--- config.mk ---
export PLATFORM = sky130hd
export DESIGN_NAME = wb_regfile
export DESIGN_NICKNAME = d
export VERILOG_FILES = /design/src/rtl/wb_regfile.sv
export SDC_FILE = /design/constraint.sdc
export NUM_CORES = 2
export LEC_CHECK = 0
export CAP_MARGIN = 20
export CORE_ASPECT_RATIO = 1.75
export CORE_MARGIN = 4
export CORE_UTILIZATION = 30
export DETAILED_ROUTE_END_ITERATION = 12
export MAX_ROUTING_LAYER = met4
export SLEW_MARGIN = 20
export SYNTH_ARGS = -nofsm -noshare
export SYNTH_HDL_FRONTEND = slang
export SYNTH_SLANG_ARGS = --single-unit
--- constraint.sdc ---
create_clock -name clk -period 11.76 [get_ports clk]
set_input_delay 2.352 -clock clk [delete_from_list [all_inputs] [get_ports clk]]
set_output_delay 2.352 -clock clk [all_outputs]
set_load 0.05 [all_outputs]
--- src/rtl/wb_regfile.sv ---
// ---------------------------------------------------------------------------
// WbRegfile (module wb_regfile)
// Writeback-stage register file. It selects the writeback datum, commits it
// to the architectural registers, serves two combinational decode-stage reads
// and counts committed register writes.
//
// Ports
//   clk          : single clock, all state changes on its rising edge
//   rst_n        : synchronous active-low reset (registers and counter)
//   WB_RegWrite  : writeback enable from MEM/WB
//   WB_MemtoReg  : writeback source, 1 = WB_memout, 0 = WB_ALUOut
//   WB_memout    : load data from MEM/WB
//   WB_ALUOut    : ALU result from MEM/WB
//   WB_RegRd     : destination register index
//   ID_Rs1/Rs2   : decode-stage read indices
//   ID_rd1/rd2   : read data for ID_Rs1 / ID_Rs2
//   WB_wd        : selected writeback datum (also used for EX forwarding)
//   WB_retired   : wrapping count of committed register writes
//
// Build option
//   WB_REGFILE_BYPASS_EN : when defined, a read of the register being written
//   in the same cycle returns the new datum instead of the stored value.
// ---------------------------------------------------------------------------
module wb_regfile #(
    parameter int XLEN = 64,
    parameter int NREG = 32
) (
    input  logic            clk,
    input  logic            rst_n,
    input  logic            WB_RegWrite,
    input  logic            WB_MemtoReg,
    input  logic [XLEN-1:0] WB_memout,
    input  logic [XLEN-1:0] WB_ALUOut,
    input  logic [4:0]      WB_RegRd,
    input  logic [4:0]      ID_Rs1,
    input  logic [4:0]      ID_Rs2,
    output logic [XLEN-1:0] ID_rd1,
    output logic [XLEN-1:0] ID_rd2,
    output logic [XLEN-1:0] WB_wd,
    output logic [31:0]     WB_retired
);

    logic [XLEN-1:0] regs [NREG];
    logic [31:0]     retiredCount;
    logic            writeCommit;

    // Writeback datum is a plain mux; reset deliberately plays no part so
    // forwarding paths see the same value the register would receive.
    assign WB_wd = WB_MemtoReg ? WB_memout : WB_ALUOut;

    // A write only commits for a non-zero index that actually exists.
    assign writeCommit = WB_RegWrite && (WB_RegRd != 5'd0)
                         && (int'(WB_RegRd) < NREG);

    // Register array and retire counter share one clocked block so reset
    // naturally wins over a simultaneous write and its count.
    always_ff @(posedge clk) begin
        if (!rst_n) begin
            for (int i = 0; i < NREG; i++) begin
                regs[i] <= '0;
            end
            retiredCount <= '0;
        end else if (writeCommit) begin
            regs[WB_RegRd] <= WB_wd;
            retiredCount   <= retiredCount + 32'd1;
        end
    end

    assign WB_retired = retiredCount;

    // Combinational read ports. Index 0 and out-of-range indices read zero.
    // With the bypass build, a same-cycle write to the indexed register is
    // forwarded so decode does not need to stall for that hazard.
    always_comb begin
        ID_rd1 = '0;
        ID_rd2 = '0;
        if (ID_Rs1 != 5'd0 && int'(ID_Rs1) < NREG) begin
            ID_rd1 = regs[ID_Rs1];
        end
        if (ID_Rs2 != 5'd0 && int'(ID_Rs2) < NREG) begin
            ID_rd2 = regs[ID_Rs2];
        end
`ifdef WB_REGFILE_BYPASS_EN
        if (writeCommit && rst_n && (WB_RegRd == ID_Rs1)) begin
            ID_rd1 = WB_wd;
        end
        if (writeCommit && rst_n && (WB_RegRd == ID_Rs2)) begin
            ID_rd2 = WB_wd;
        end
`else
        // Stored (pre-write) value is returned during the writing cycle.
`endif
    end

endmodule

==> metrics.md <==
| Metric | Value |
|---|---|
| Outcome | completed |
| Final hold violations | 0 |
| Filler cell count in the final layout | 33,380 |
| Setup TNS | 0 ps |
| Fin Clk Skew | 6.571 ps |
| Hold Path Class | flip-flop to flip-flop |
| CTS tree | built |
| Clock sinks | 2,078 |
| Initial antenna violation count | 28 |
| Clk Latency, worst-skew pair | slightly below 900 ps |
| Vias post-DR | 74,550 |
| Vert. Die Dim | 793.6 µm |
| Post-synth top area cell | edfxtp_1 |
| Yosys warnings | 0 |
| Hold depth | 2 |
| Period utilization | 78.72% |
| Num CTS Buffers | 190 |
| Slew headroom | 14.34% |
| Core area | 351,300 µm² |
| Final setup fails | 0 |
| WL/cell | 37.31 µm |
| Crit Path Class | input port to output pin |
| Synth top area share | 58.07% |
| Layout Area Growth over Synthesis | 15.34% |
| Remaining antenna violation count | 0 |
| Gpl congestion | 0.8741 |
| Post-CTS setup repair buffer count | 0 |
| Total power | 17.97 mW |
| CTS resizes | 0 |
| Clk slew on worst S/H paths | around 60 ps |
| I/O pin total | around 370 |
| DR DRC count | 0 |
| Die area | around 360,000 µm² |
| Die X | approximately 460 µm |
| Most frequent cell after synthesis | edfxtp_1 |
| Post-synth EDFFs | 2,046 |
| Power Dens Cells | 147.2 nW/µm² |
| Crit. End Element | output pin |
| Vias in the first global route | 75,800 |
| Initial Utilization | 30.11% |
| Top cells by count, synth | edfxtp_1, nor2_1, mux4_2, mux2i_1, clkbuf_1 |
| Hold-fix buffers at CTS | 0 |
| F_max | 108.0 MHz |
| Clock Path Buffers | 4 |
| Max FO, Critical Path | 43 |
| Leak | 42.08 nW |
| Worst hold slack | between 500 and 600 ps |
| Max-slew violations | 0 |
| Mean Syn Cell Area | 14.46 µm² |
| Layout cells sized above 1 | 22.31% |
| Register-to-Register Path Depth | 5 |
| Max_cap viols | 0 |
| Post-synth cell types | 57 |
| Crit path required time | 9410 ps |
| Largest net degree at the start of global routing | 124 |
| Multi-input logic area | 41,730 µm² |
| Tot GR Track Use | approximately 25% |
| Seq/Total Area, Yosys | approximately three fifths |
| Share of async-settable or async-resettable flops after synthesis | 0% |
| Rows | around 290 |
| Min cycle time layout | 9257 ps |
| Seq cells post-synth | 2,078 |
| Synth area leaders | edfxtp_1, mux4_2, nor2_1, mux2i_1, clkbuf_1 |
| RSZ-0062 raised after global routing | no |
| Placed Area | about 120,000 µm² |
| Cell Area, Synth | 105,800 µm² |
| DP HPWL | roughly 260,000 µm |
| Post-synthesis cell count | 7,315 |
| Final instance area | 122,000 µm² |
| Final net count | 7,537 |
| Number of H-tree levels | 4 |
| Worst EP arrival | 6910 ps |
| CP Launch Type | input port |
| Final wirelength | 454,900 µm |
| First-pass GRT wire length | 614,300 µm |
| Pre-antenna DRT Iters | 7 |
| Top_reg_cell synth | edfxtp_1 |
| Clk root buf | clkbuf_16 |
| Final core occ | 34.73% |
| Register Area | 62,080 µm² |
| Input/output buffers | 370 |
| Via/cell ratio | between 6 and 7 |
| Worst-Margin Slew | 1285 ps |
| VDD IR max | between 0.1 and 0.15 mV |
| Grt total ovfl | 0 |
| Number of DRC markers in iteration 0 | 11,870 |
-- power by group --
group	switching (mW)	internal, mW
Sequential	0.213	8.54
Combinational	1.87	1.06
Clock	2.92	3.37
-- layout by cell type (no fill, tap or decap), types with 32 or more instances in the layout --
| master | instances |
|---|---|
| clkbuf_1 | 35 |
| o221ai_1 | 80 |
| mux2_2 | 59 |
| o22ai_1 | 70 |
| nor2_1 | 2040 |
| clkdlybuf4s50_1 | 358 |
| mux2i_4 | 64 |
| buf_4 | 201 |
| nand2_4 | 57 |
| clkinv_2 | 38 |
| nor3_1 | 36 |
| a21oi_1 | 49 |
| o22a_1 | 82 |
| clkbuf_16 | 195 |
| conb_1 | 62 |
| dfxtp_1 | 32 |
| mux2i_1 | 489 |
| mux4_2 | 939 |
| clkinv_1 | 33 |
| edfxtp_1 | 2046 |
| nand2_1 | 86 |
| inv_1 | 69 |
-- metal layers --
| layer | GRT usage (%) | part of all wire (%) | vias up |
|---|---|---|---|
| met5 | - | 0 | - |
| met4 | 20.58 | 10 | 0 |
| met3 | 5.276 | 11 | 1922 |
| met2 | 39.84 | 47 | 6333 |
| met1 | 26.82 | 32 | 38270 |
| li1 | - | - | 28030 |
-- worst max-delay path, stage by stage --
cell and delay, ps:
buf_8 180, buf_4 360, or2_2 400, o21ai_4 820, buf_4 890, o22a_1 320, o221ai_1 500, clkdlybuf4s50_1 910
-- kinds of logic after synthesis --
kind of cell / share of synthesized area [%]
AND/OR/NAND/NOR: 8.802
flip-flops: 58.68
multiplexers: 25.85
buffers and inverters: 3.475
AO/OA/AOI/OAI: 3.050
XOR/XNOR: 0.1324
adder cells (fa/ha/maj): 0.01182
other: 0.003544
-- through the flow --
step           cells  setup slack [ps]
2_1_floorplan   7376              4198
3_3_place_gp   11810              2505
3_5_place_dp   11820              2713
4_1_cts        12160              2704
5_1_grt        12190              2667
6_report       12190              2503
-- registers in the layout, indices dropped and copies added (netlist names) --
register    cells
regs         2046
WB_retired     32
-- final cells by class --
class / instances / share of cell area, %
Tap cell: 4640 / 4.758
Antenna cell: 23 / 0.04717
Inverter: 72 / 0.2256
Timing Repair Buffer: 613 / 5.045
Multi-Input combinational cell: 4434 / 34.20
Clock buffer: 227 / 4.045
Sequential cell: 2078 / 50.87
Clock inverter: 105 / 0.8059
-- worst paths after layout --
kind / startpoint / end / slack (ps)
worst max register to register: WB_retired[2]$_SDFFE_PN0P_ / WB_retired[28]$_SDFFE_PN0P_ / 9140
worst min-delay path: WB_retired[28]$_SDFFE_PN0P_ / WB_retired[28]$_SDFFE_PN0P_ / 500
worst min register to register: WB_retired[28]$_SDFFE_PN0P_ / WB_retired[28]$_SDFFE_PN0P_ / 500
worst max-delay path: ID_Rs1[1] / ID_rd1[62] / 2500
Note: power is estimated with default switching activity, not from simulation.
